**config.mk**
```make
export PLATFORM = sky130hd
export DESIGN_NAME = alu_operand_stage
export DESIGN_NICKNAME = d
export VERILOG_FILES = /design/src/rtl/cpu_pkg.sv /design/src/rtl/fwd_mux.sv /design/src/rtl/alu_operand_stage.sv
export SDC_FILE = /design/constraint.sdc
export NUM_CORES = 1
export LEC_CHECK = 0
export BUFFER_PORTS_ARGS = -buffer_cell sky130_fd_sc_hd__buf_2
export CAP_MARGIN = 10
export CORE_MARGIN = 5
export CORE_UTILIZATION = 30
export CTS_CLUSTER_SIZE = 12
export DETAILED_ROUTE_END_ITERATION = 8
export PLACE_DENSITY = 0.57
export SYNTH_ARGS = -nofsm -noshare
export SYNTH_HDL_FRONTEND = slang
export SYNTH_SLANG_ARGS = --single-unit
```
**constraint.sdc**
```tcl
create_clock -name clk -period 3.2 [get_ports clk]
set_input_delay 0.64 -clock clk [delete_from_list [all_inputs] [get_ports clk]]
set_output_delay 0.64 -clock clk [all_outputs]
set_load 0.03 [all_outputs]
```
**src/rtl/cpu_pkg.sv**
```systemverilog
// Shared CPU encodings: ALU function selects, ALU-op classes, default widths.
// No latency (constants and pure functions only).
// No flow control (nothing here is clocked).
package cpu_pkg;

    localparam int CPU_DATA_W = 16;
    localparam int CPU_REG_AW = 3;

    localparam logic [2:0] ALU_ADD = 3'b000;
    localparam logic [2:0] ALU_SUB = 3'b001;
    localparam logic [2:0] ALU_AND = 3'b010;
    localparam logic [2:0] ALU_OR  = 3'b011;
    localparam logic [2:0] ALU_SLT = 3'b100;

    localparam logic [1:0] ALUOP_ADD   = 2'b00;
    localparam logic [1:0] ALUOP_SUB   = 2'b01;
    localparam logic [1:0] ALUOP_RTYPE = 2'b10;
    localparam logic [1:0] ALUOP_SLTI  = 2'b11;

    // Undefined R-type funct codes fall back to add so the ALU never sees garbage.
    function automatic logic [2:0] alu_decode(input logic [1:0] op, input logic [2:0] funct);
        logic [2:0] ctl;
        ctl = ALU_ADD;
        case (op)
            ALUOP_ADD:   ctl = ALU_ADD;
            ALUOP_SUB:   ctl = ALU_SUB;
            ALUOP_SLTI:  ctl = ALU_SLT;
            ALUOP_RTYPE: ctl = (funct <= ALU_SLT) ? funct : ALU_ADD;
            default:     ctl = ALU_ADD;
        endcase
        return ctl;
    endfunction

endpackage

```
**src/rtl/fwd_mux.sv**
```systemverilog
// Per-operand bypass select: r0 -> zero, then EX/MEM, then WB, then fallback value.
// Latency: combinational.
// No flow control; caller decides when the result is registered.
module fwd_mux #(
    parameter int DATA_W = 16,
    parameter int REG_AW = 3
) (
    input  logic [REG_AW-1:0] idx_i,
    input  logic [DATA_W-1:0] rf_val_i,
    input  logic              exm_wen_i,
    input  logic [REG_AW-1:0] exm_rd_i,
    input  logic [DATA_W-1:0] exm_data_i,
    input  logic              wb_wen_i,
    input  logic [REG_AW-1:0] wb_rd_i,
    input  logic [DATA_W-1:0] wb_data_i,
    output logic [DATA_W-1:0] opnd_o
);

    always_comb begin
        opnd_o = rf_val_i;
        if (idx_i == '0)
            opnd_o = '0;
        else if (exm_wen_i && (exm_rd_i == idx_i))
            opnd_o = exm_data_i;
        else if (wb_wen_i && (wb_rd_i == idx_i))
            opnd_o = wb_data_i;
    end

endmodule

```
**src/rtl/alu_operand_stage.sv**
```systemverilog
// ID/EX stage: selects and registers ALU operands and function select.
// Latency: 1 cycle from acceptance to out_valid.
// Backpressure: in_ready = !out_valid || out_ready; held operands track bypass writes.
module alu_operand_stage
    import cpu_pkg::*;
#(
    parameter int DATA_W = CPU_DATA_W,
    parameter int REG_AW = CPU_REG_AW
) (
    input  logic              clk,
    input  logic              rst_n,
    input  logic              flush,
    input  logic              in_valid,
    output logic              in_ready,
    input  logic [REG_AW-1:0] in_rs1,
    input  logic [REG_AW-1:0] in_rs2,
    input  logic [DATA_W-1:0] in_rs1_val,
    input  logic [DATA_W-1:0] in_rs2_val,
    input  logic [DATA_W-1:0] in_imm,
    input  logic              in_alu_src,
    input  logic [1:0]        in_alu_op,
    input  logic [2:0]        in_funct,
    input  logic [REG_AW-1:0] in_rd,
    input  logic              in_reg_write,
    input  logic              exm_wen,
    input  logic [REG_AW-1:0] exm_rd,
    input  logic [DATA_W-1:0] exm_data,
    input  logic              wb_wen,
    input  logic [REG_AW-1:0] wb_rd,
    input  logic [DATA_W-1:0] wb_data,
    output logic              out_valid,
    input  logic              out_ready,
    output logic [DATA_W-1:0] alu_a,
    output logic [DATA_W-1:0] alu_b,
    output logic [2:0]        alu_control,
    output logic [REG_AW-1:0] out_rd,
    output logic              out_reg_write
);

    logic              out_valid_q, out_valid_d;
    logic [DATA_W-1:0] alu_a_q, alu_a_d;
    logic [DATA_W-1:0] alu_b_q, alu_b_d;
    logic [2:0]        alu_control_q, alu_control_d;
    logic [REG_AW-1:0] out_rd_q, out_rd_d;
    logic              out_reg_write_q, out_reg_write_d;
    logic [REG_AW-1:0] rs1_q, rs1_d;
    logic [REG_AW-1:0] rs2_q, rs2_d;
    logic              imm_q, imm_d;

    logic              hold;
    logic              capture;
    logic [REG_AW-1:0] sel_idx_a, sel_idx_b;
    logic [DATA_W-1:0] sel_val_a, sel_val_b;
    logic [DATA_W-1:0] fwd_a, fwd_b;

    assign in_ready = !out_valid_q || out_ready;
    assign hold     = out_valid_q && !out_ready;
    assign capture  = in_valid && in_ready && !flush;

    // Capture and hold refresh never happen in the same cycle, so one mux pair serves both;
    // while holding, the held value is the fallback so no match leaves it unchanged.
    assign sel_idx_a = hold ? rs1_q   : in_rs1;
    assign sel_val_a = hold ? alu_a_q : in_rs1_val;
    assign sel_idx_b = hold ? rs2_q   : in_rs2;
    assign sel_val_b = hold ? alu_b_q : in_rs2_val;

    fwd_mux #(.DATA_W(DATA_W), .REG_AW(REG_AW)) u_fwd_a (
        .idx_i      (sel_idx_a),
        .rf_val_i   (sel_val_a),
        .exm_wen_i  (exm_wen),
        .exm_rd_i   (exm_rd),
        .exm_data_i (exm_data),
        .wb_wen_i   (wb_wen),
        .wb_rd_i    (wb_rd),
        .wb_data_i  (wb_data),
        .opnd_o     (fwd_a)
    );

    fwd_mux #(.DATA_W(DATA_W), .REG_AW(REG_AW)) u_fwd_b (
        .idx_i      (sel_idx_b),
        .rf_val_i   (sel_val_b),
        .exm_wen_i  (exm_wen),
        .exm_rd_i   (exm_rd),
        .exm_data_i (exm_data),
        .wb_wen_i   (wb_wen),
        .wb_rd_i    (wb_rd),
        .wb_data_i  (wb_data),
        .opnd_o     (fwd_b)
    );

    always_comb begin
        out_valid_d     = out_valid_q;
        alu_a_d         = alu_a_q;
        alu_b_d         = alu_b_q;
        alu_control_d   = alu_control_q;
        out_rd_d        = out_rd_q;
        out_reg_write_d = out_reg_write_q;
        rs1_d           = rs1_q;
        rs2_d           = rs2_q;
        imm_d           = imm_q;

        if (flush) begin
            out_valid_d = 1'b0;
        end else if (capture) begin
            out_valid_d     = 1'b1;
            alu_a_d         = fwd_a;
            alu_b_d         = in_alu_src ? in_imm : fwd_b;
            alu_control_d   = alu_decode(in_alu_op, in_funct);
            out_rd_d        = in_rd;
            out_reg_write_d = in_reg_write;
            rs1_d           = in_rs1;
            rs2_d           = in_rs2;
            imm_d           = in_alu_src;
        end else if (out_valid_q && out_ready) begin
            out_valid_d = 1'b0;
        end else if (hold) begin
            alu_a_d = fwd_a;
            if (!imm_q)
                alu_b_d = fwd_b;
        end
    end

    always_ff @(posedge clk or negedge rst_n) begin
        if (!rst_n) begin
            out_valid_q     <= 1'b0;
            alu_a_q         <= '0;
            alu_b_q         <= '0;
            alu_control_q   <= ALU_ADD;
            out_rd_q        <= '0;
            out_reg_write_q <= 1'b0;
            rs1_q           <= '0;
            rs2_q           <= '0;
            imm_q           <= 1'b0;
        end else begin
            out_valid_q     <= out_valid_d;
            alu_a_q         <= alu_a_d;
            alu_b_q         <= alu_b_d;
            alu_control_q   <= alu_control_d;
            out_rd_q        <= out_rd_d;
            out_reg_write_q <= out_reg_write_d;
            rs1_q           <= rs1_d;
            rs2_q           <= rs2_d;
            imm_q           <= imm_d;
        end
    end

    assign out_valid     = out_valid_q;
    assign alu_a         = alu_a_q;
    assign alu_b         = alu_b_q;
    assign alu_control   = alu_control_q;
    assign out_rd        = out_rd_q;
    assign out_reg_write = out_reg_write_q;

endmodule

```
==> results of run 1 <==
[layout by cell type, fill, tap and decap left out, types with 17 or more instances in the layout]
master / instances
a31oi_1: 17
dfrtp_1: 47
nand3_1: 19
nand2_1: 63
o31ai_1: 17
buf_2: 149
nor2_1: 22
o22ai_1: 17
a21oi_1: 17
o21ai_0: 18
a21o_1: 17
nor3_1: 23
[critical path, stage by stage (launching register included)]
cell and delay [ns]:
dfrtp_1 0.41, nor2b_2 0.17, buf_4 0.23, o2111ai_1 0.12, and2_1 0.53, o32ai_2 0.23, o31ai_4 0.67, a22o_1 0.25
[cell families after synthesis]
logic type	after synthesis	synth area share, %
AOI/OAI and AO/OA	172	37.0
and+or+nand+nor	158	20.5
buffers and inverters	54	6.40
DFF	47	32.9
xor gates and xnor gates	10	2.66
muxes	2	0.559
[sequential cells by signal, summed over array words and instances, names as in the netlist]
register,flops
alu_a,16
alu_b,16
alu_control,3
imm_q,1
out_rd,3
out_reg_write,1
out_valid,1
rs1_q,3
rs2_q,3
[power groups by stage]
| stage | logic, mW | clock network (mW) | registers [mW] |
|---|---|---|---|
| floorplan | 0.366 | 0 | 1.00 |
| global placement | 0.871 | 0 | 0.810 |
| detailed placement | 0.882 | 0 | 0.812 |
| CTS | 0.887 | 0.565 | 0.801 |
| global route | 0.963 | 0.580 | 0.819 |
| finish | 0.884 | 0.545 | 0.801 |
[routing by layer]
metal | vias to the layer above | GRT usage, % | part of all wire [%]
met3 | 21 | 5.31 | 9.8
li1 | 1944 | - | -
met2 | 191 | 30.0 | 46
met1 | 1886 | 24.6 | 42
met5 | - | 0 | 0
met4 | 0 | 6.37 | 2.3
[metrics by stage]
step,instances,hold WS [ns]
6_report,713,0.452
5_1_grt,713,0.497
4_1_cts,713,0.474
3_5_place_dp,705,0.457
3_3_place_gp,705,0.450
2_1_floorplan,443,0.344
[cell type report]
cell class	count	area (um^2)
Tap cell	143	179
Fill cell	1203	7000
Multi-Input combinational cell	342	2180
Clock buffer	5	125
Sequential cell	47	1180
Timing Repair Buffer	162	843
Inverter	11	41.3
Clock inverter	3	18.8
[path summary, 6_finish.rpt]
kind | end | slack (ns) | cells after the start
max in group asynchronous | alu_b[11] | 2.30 | 2
min in group clk | alu_control[1] | 0.47 | 2
setup / recovery | alu_a[1] | 0.50 | 7
hold / removal | rs1_q[2] | 0.45 | 2
hold reg to reg | alu_control[1] | 0.47 | 2
setup reg to reg | alu_a[1] | 0.50 | 7
==> impl_metrics.tcl, run 1 <==
set metrics [dict create \
    placed_cell_area_mm2 0.00442 \
    power.switching_fraction_pct 41.4 \
    cp.arrival_ns 2.94 \
    portion_of_total_power_attributed_to_combinational_logic_pct 39.7 \
    share_clk_of_total_power_pct 24.4 \
    place.gp.congestion 0.877 \
    reg_to_reg_critical_path_startpoint "out_valid" \
    status "finished clean" \
    number_of_nets_produced_by_synthesis 552 \
    power_density_over_the_cells_mw_per_mm2 488 \
    synth_seq_area_share_pct 32.9 \
    avgRoutedWirePerCell_um 19.4 \
    synth_most_common_cell "nand2_1" \
    post-route-period-util_pct 84.4 \
    grtUsageTotal_pct 18.8 \
    power.share.sequential_pct 35.9 \
    max_cap_violations 0 \
    postCtsSetupBuffers 0 \
    core_mm2 0.0116 \
    finalHoldViolations 0 \
    synthesis.area_mm2 0.00358 \
    tritoncts "yes" \
    maxSlewHeadroom_pct 52.5 \
    wl_um 13800 \
    pin_count 150 \
    cts.repair.resized 0 \
    post_route_skew_ns 0.00414 \
    netlist-cell-type-count 50 \
    p_leak_nw 2.13 \
    final-setup-viol-count 0 \
    antenna_found_initial 0 \
    cts_max_path_buffers 2 \
    remaining_drc_errors 0 \
    grt_start_max_net_pins 50 \
    power_mw 2.23 \
    number_of_buffers_added_by_the_clock_tree_synthesis_step 5 \
    postRouteAntennaNets 0 \
    max_slew_violations 0 \
    achievable-frequency_mhz 370 \
    final_util_pct 39.5 \
    criticalPathCategory "reg2reg" \
    antenna-diode-count 0 \
    worst_setup_path_end_kind "register" \
    floorplan.rows 39 \
    grt_setup_unrepaired "no" \
    number_of_warning_messages_in_the_yosys_log 0 \
    synth_top_flop_cell "dfrtp_1" \
    detailedPlace.worstSlack_ns 0.291 \
    flow.area_growth_from_synthesis_pct 27.6 \
    chipWidth_um 119 \
    synth_async_sr_flop_share_pct 100 \
    layout_cells_sized_above_1_pct 32.3 \
    crit_path_start "out_valid" \
    number_of_flops_mapped_to_enable_cells_by_yosys 0 \
    floorplan.die_area_mm2 0.0142 \
    via_count 4042 \
    crit_required_ns 3.44 \
    peakVddDrop_v 0.000169 \
    synth.top_cells.by_area "dfrtp_1 33%, nand2_1 6.6%, a211o_1 3.9%" \
    timing.setup.tns_ns 0 \
    switching_power_mw 0.924 \
    insertion_delay_to_the_later_sink_of_the_worst_skew_pair_ns 0.30 \
    cts_htree_levels 2 \
    ys_seq_elements 47 \
    drt_pre_antenna_iters 6 \
    grt_pass1_wl_um 21700 \
    floorplan.initialDensity_pct 31.0 \
    worst_slack_setup_final_ns 0.500 \
    number_of_global_route_vias_before_repair 4028 \
    layout.nets 678 \
    final_area_mm2 0.00457 \
    postSynthCellCount 443 \
    synth_top_cell_area_share_pct 32.9 \
    dp.final_hpwl_um 10200 \
    crit_path_start_kind "register" \
    syn_avg_cell_area_um2 8.08 \
    vias_per_cell 5.67 \
    netlist.top_cell.by_area "dfrtp_1" \
    number_of_port_buffers 149 \
    chipHeight_um 119 \
    drt_first_iter_violations 465 \
    hold_path_class "in2async" \
    number_of_buffers_added_to_fix_hold_violations_after_cts 0 \
    netlist_top_cells_count "63 x nand2_1, 47 x dfrtp_1, 36 x clkbuf_1, 23 x nor3_1, 22 x nor2_1" \
    clock_tree.root_cell "clkbuf_16" \
    grt_overflow_total 0 \
    numClockSinks 47 \
    p_int_mw 1.31 \
    worst-path-max-fanout 26 \
    max_slew.worst_pin.slew_ns 0.712 \
    min_period_ns 2.70 \
    clk_transition_reported_paths_ns 0.07 \
]
No activity file was read; power rests on OpenSTA's default activity.
==> run 2: changes to the inputs <==
clock period = 2.8 ns   (was 3.2 ns; I/O delays follow)
==> impl_metrics.tcl, run 2 (synthesis gave the netlist of run 1 again) <==
set metrics [dict create \
    status "finished clean" \
    cts_max_path_buffers 2 \
    max_slew.worst_pin.slew_ns 0.753 \
    post-route-period-util_pct 92.3 \
    max_cap_violations 0 \
    floorplan.initialDensity_pct 31.0 \
    cts.repair.resized 0 \
    post_route_skew_ns 0.00895 \
    crit_path_start_kind "register" \
    cts_htree_levels 2 \
    grtUsageTotal_pct 19.2 \
    layout_cells_sized_above_1_pct 32.9 \
    maxSlewHeadroom_pct 49.8 \
    chipHeight_um 119 \
    antenna_found_initial 0 \
    criticalPathCategory "reg2reg" \
    num-fill-cells 1197 \
    worst_setup_path_end_kind "register" \
    max_slew_violations 0 \
    grt_pass1_wl_um 22200 \
    numClockSinks 47 \
    clk_transition_reported_paths_ns 0.07 \
    number_of_global_route_vias_before_repair 4010 \
    insertion_delay_to_the_later_sink_of_the_worst_skew_pair_ns 0.29 \
    antenna-diode-count 0 \
    finalHoldViolations 0 \
    dp.final_hpwl_um 10900 \
    layout.nets 683 \
    placed_cells_incl_taps 709 \
    tritoncts "yes" \
    vias_per_cell 5.79 \
    place.gp.congestion 0.907 \
    achievable-frequency_mhz 387 \
    p_leak_nw 2.17 \
    remaining_drc_errors 0 \
    grt_start_max_net_pins 50 \
    power_density_over_the_cells_mw_per_mm2 556 \
    mostFrequentLayoutCells "149 x buf_2, 63 x nand2_1, 47 x dfrtp_1" \
    cp.arrival_ns 2.76 \
    finish.cell_count_without_fillers 718 \
    floorplan.rows 39 \
    worst-path-max-fanout 17 \
    peakVddDrop_v 0.000284 \
    number_of_port_buffers 149 \
    clock_tree.root_cell "clkbuf_16" \
    drt_first_iter_violations 340 \
    grt_overflow_total 0 \
    hold_path_class "in2async" \
    floorplan.die_area_mm2 0.0142 \
    number_of_buffers_added_to_fix_hold_violations_after_cts 0 \
    drt_pre_antenna_iters 6 \
    postCtsSetupBuffers 0 \
    crit_required_ns 2.98 \
    pin_count 150 \
    postRouteAntennaNets 0 \
    mostFrequentLayoutCell "buf_2" \
    avgRoutedWirePerCell_um 20.0 \
    core_mm2 0.0116 \
    chipWidth_um 119 \
    grt_setup_unrepaired "no" \
    final-setup-viol-count 0 \
    timing.setup.tns_ns 0 \
    min_period_ns 2.58 \
    flow.area_growth_from_synthesis_pct 30.1 \
    wl_um 14400 \
    via_count 4157 \
    number_of_buffers_added_by_the_clock_tree_synthesis_step 5 \
]
==> run 2: per-stage QoR <==
step	power [mW]	setup slack, ns	hold WS (ns)	cell area (um^2)	util [%]
global route	2.73	0.0443	0.280	4660	40.3
global placement	1.95	0.128	0.452	4490	38.8
detailed placement	1.96	0.0506	0.461	4490	38.8
floorplan	1.56	0.325	0.264	3580	-
finish	2.59	0.217	0.251	4660	40.3
CTS	2.61	0.179	0.271	4640	40.1
==> run 2: critical path: stages (launching register included) <==
cell and delay (ns):
dfrtp_1 0.42, nor2b_2 0.20, inv_2 0.23, mux2i_1 0.33, xnor2_2 0.16, buf_4 0.24, or2_1 0.47, a31oi_1 0.16
a22o_1 0.26
==> run 2: path summary, 6_finish.rpt <==
check,to,startpoint,cells past startpoint,slack [ns]
max in group asynchronous,alu_a[3],rst_n,2,1.85
max,alu_a[15],out_valid,8,0.22
min reg2reg,out_rd[0],out_rd[0],2,0.47
max reg2reg,alu_a[15],out_valid,8,0.22
min in group clk,out_rd[1],in_rd[1],3,0.47
min,alu_control[2],rst_n,1,0.25
==> run 2: cell type report <==
cell class / instances / area (um^2) / area share [%]
inverters: 11 / 41.3 / 0.886
multi-input cells: 342 / 2180 / 46.9
clock buffers: 6 / 139 / 2.98
well taps: 143 / 179 / 3.84
repair buffers: 167 / 926 / 19.9
flip-flops and latches: 47 / 1180 / 25.2
clock inverters: 2 / 13.8 / 0.295
==> run 2: power by group <==
| part | total (mW) | switching (mW) | internal, mW |
|---|---|---|---|
| clock network | 0.636 | 0.278 | 0.358 |
| registers | 0.924 | 0.113 | 0.811 |
| logic | 1.03 | 0.667 | 0.364 |
==> run 2: per-layer routing <==
metal	vias to the layer above	wire (um)	GRT usage [%]
met4	0	328	6.08
met1	1966	6090	26.2
met5	-	0	0
met2	216	6680	30.1
li1	1953	-	-
met3	22	1290	4.55
==> run 3: changes to the inputs <==
CORE_ASPECT_RATIO = 1.4   (was default)
==> impl_metrics.tcl, run 3 (synthesis gave the netlist of run 1 again) <==
set metrics [dict create \
    cp_slowest_stage_delay_ns 0.65 \
    min_period_ns 2.49 \
    core_mm2 0.0118 \
    hold_path_class "in2async" \
    placed_cells_incl_taps 713 \
    pin_count 150 \
    crit_required_ns 3.03 \
    place.gp.congestion 0.970 \
    hold_slack_final_ns 0.280 \
    cts_max_path_buffers 2 \
    crit_path_start_kind "register" \
    grtUsageTotal_pct 19.1 \
    post_route_skew_ns 0.00505 \
    cp_slowest_cell "a221oi_4" \
    floorplan.initialDensity_pct 30.4 \
    worst_path_dominant_cell_family "compound AO/OA/AOI/OAI gates" \
    floorplan.rows 47 \
    remaining_drc_errors 0 \
    post-route-period-util_pct 89.0 \
    cp.arrival_ns 2.72 \
    antenna-diode-count 0 \
    number_of_buffers_added_by_the_clock_tree_synthesis_step 5 \
    grt_overflow_total 0 \
    mostFrequentLayoutCell "buf_2" \
    flow.area_growth_from_synthesis_pct 31.4 \
    insertion_delay_to_the_later_sink_of_the_worst_skew_pair_ns 0.29 \
    chipHeight_um 139 \
    avgRoutedWirePerCell_um 19.6 \
    drt_pre_antenna_iters 5 \
    number_of_global_route_vias_before_repair 4090 \
    layout.nets 683 \
    finish.cell_count_without_fillers 722 \
    number_of_port_buffers 149 \
    grt_setup_unrepaired "no" \
    timing.setup.tns_ns 0 \
    max_slew.worst_pin.slew_ns 0.753 \
    crit_path_cell_trace "nor2b_2 > inv_2 > a221oi_2 > buf_4 > a221oi_4 > o32ai_2 > o31ai_4 > buf_12 > a22o_1" \
    peakVddDrop_v 0.000369 \
    cts_htree_levels 2 \
    achievable-frequency_mhz 401 \
    max_slew_violations 0 \
    postRouteAntennaNets 0 \
    grt_start_max_net_pins 44 \
    finalHoldViolations 0 \
    criticalPathCategory "reg2reg" \
    num-fill-cells 1269 \
    chipWidth_um 102 \
    vias_per_cell 5.68 \
    via_count 4102 \
    p_leak_nw 2.19 \
    final-setup-viol-count 0 \
    dp.final_hpwl_um 11200 \
    worst-path-max-fanout 17 \
    antenna_found_initial 3 \
    buffers_and_inverters_on_the_worst_path 3 \
    clk_transition_reported_paths_ns 0.07 \
    grt_pass1_wl_um 21200 \
    status "finished clean" \
    max_cap_violations 0 \
    power_density_over_the_cells_mw_per_mm2 579 \
    clock_tree.root_cell "clkbuf_16" \
    cts.repair.resized 0 \
    numClockSinks 47 \
    maxSlewHeadroom_pct 49.8 \
    wl_um 14100 \
    layout_cells_sized_above_1_pct 32.7 \
    worst_setup_path_end_kind "register" \
    floorplan.die_area_mm2 0.0142 \
    mostFrequentLayoutCells "149 x buf_2, 63 x nand2_1, 47 x dfrtp_1" \
    drt_first_iter_violations 210 \
    tritoncts "yes" \
]
run 3: cell count changes in the layout (fill, tap and decap cells not counted), sizes merged:
cell and change:
bufinv +2, clkinv -1, inv -1
run 3: stage by stage:
stage / setup WS, ns / total power, mW / utilization (%) / area, um^2
6_report: 0.309 / 2.72 / 40.0 / 4700
5_1_grt: 0.172 / 2.86 / 40.0 / 4700
4_1_cts: 0.160 / 2.75 / 39.8 / 4680
3_5_place_dp: -0.163 / 1.96 / 38.2 / 4500
3_3_place_gp: -0.0462 / 1.94 / 38.2 / 4500
2_1_floorplan: 0.325 / 1.56 / - / 3580
run 3: what timing repair did:
item,CTS,global route
hold buffers,0,0
setup endpoints to repair,0,16
buffers inserted,0,1
run 3: final timing paths:
check / cells past startpoint / start / slack [ns] / to
max: 9 / out_valid / 0.31 / alu_a[11]
min: 1 / rst_n / 0.28 / rs1_q[1]
max reg2reg: 9 / out_valid / 0.31 / alu_a[11]
min reg2reg: 2 / alu_control[1] / 0.47 / alu_control[1]
max in group asynchronous: 2 / rst_n / 1.96 / rs2_q[0]
min in group clk: 3 / in_rd[2] / 0.46 / out_rd[2]
run 3: report_power, final:
| part | total [mW] | internal, mW | switching (mW) |
|---|---|---|---|
| sequential | 0.918 | 0.811 | 0.107 |
| combinational | 1.02 | 0.365 | 0.657 |
| clock | 0.784 | 0.513 | 0.272 |
| total | 2.72 | 1.69 | 1.04 |
run 3: metal layers:
metal / track usage [%] / vias up / part of all wire (%)
li1: - / 1961 / -
met1: 22.3 / 1922 / 39
met2: 34.1 / 187 / 51
met3: 4.56 / 26 / 8.0
met4: 5.67 / 6 / 2.4
met5: 0 / - / 0.26
run 3: cell type report:
cell class                 count  area, um^2  area share (%)
multi-input combinational    342        2180            46.4
sequential                    47        1180            25.0
timing repair buffer         167         931            19.8
tap                          147         184            3.91
clock buffer                   6         129            2.74
clock inverter                 2        60.1            1.28
inverter                      11        41.3           0.878
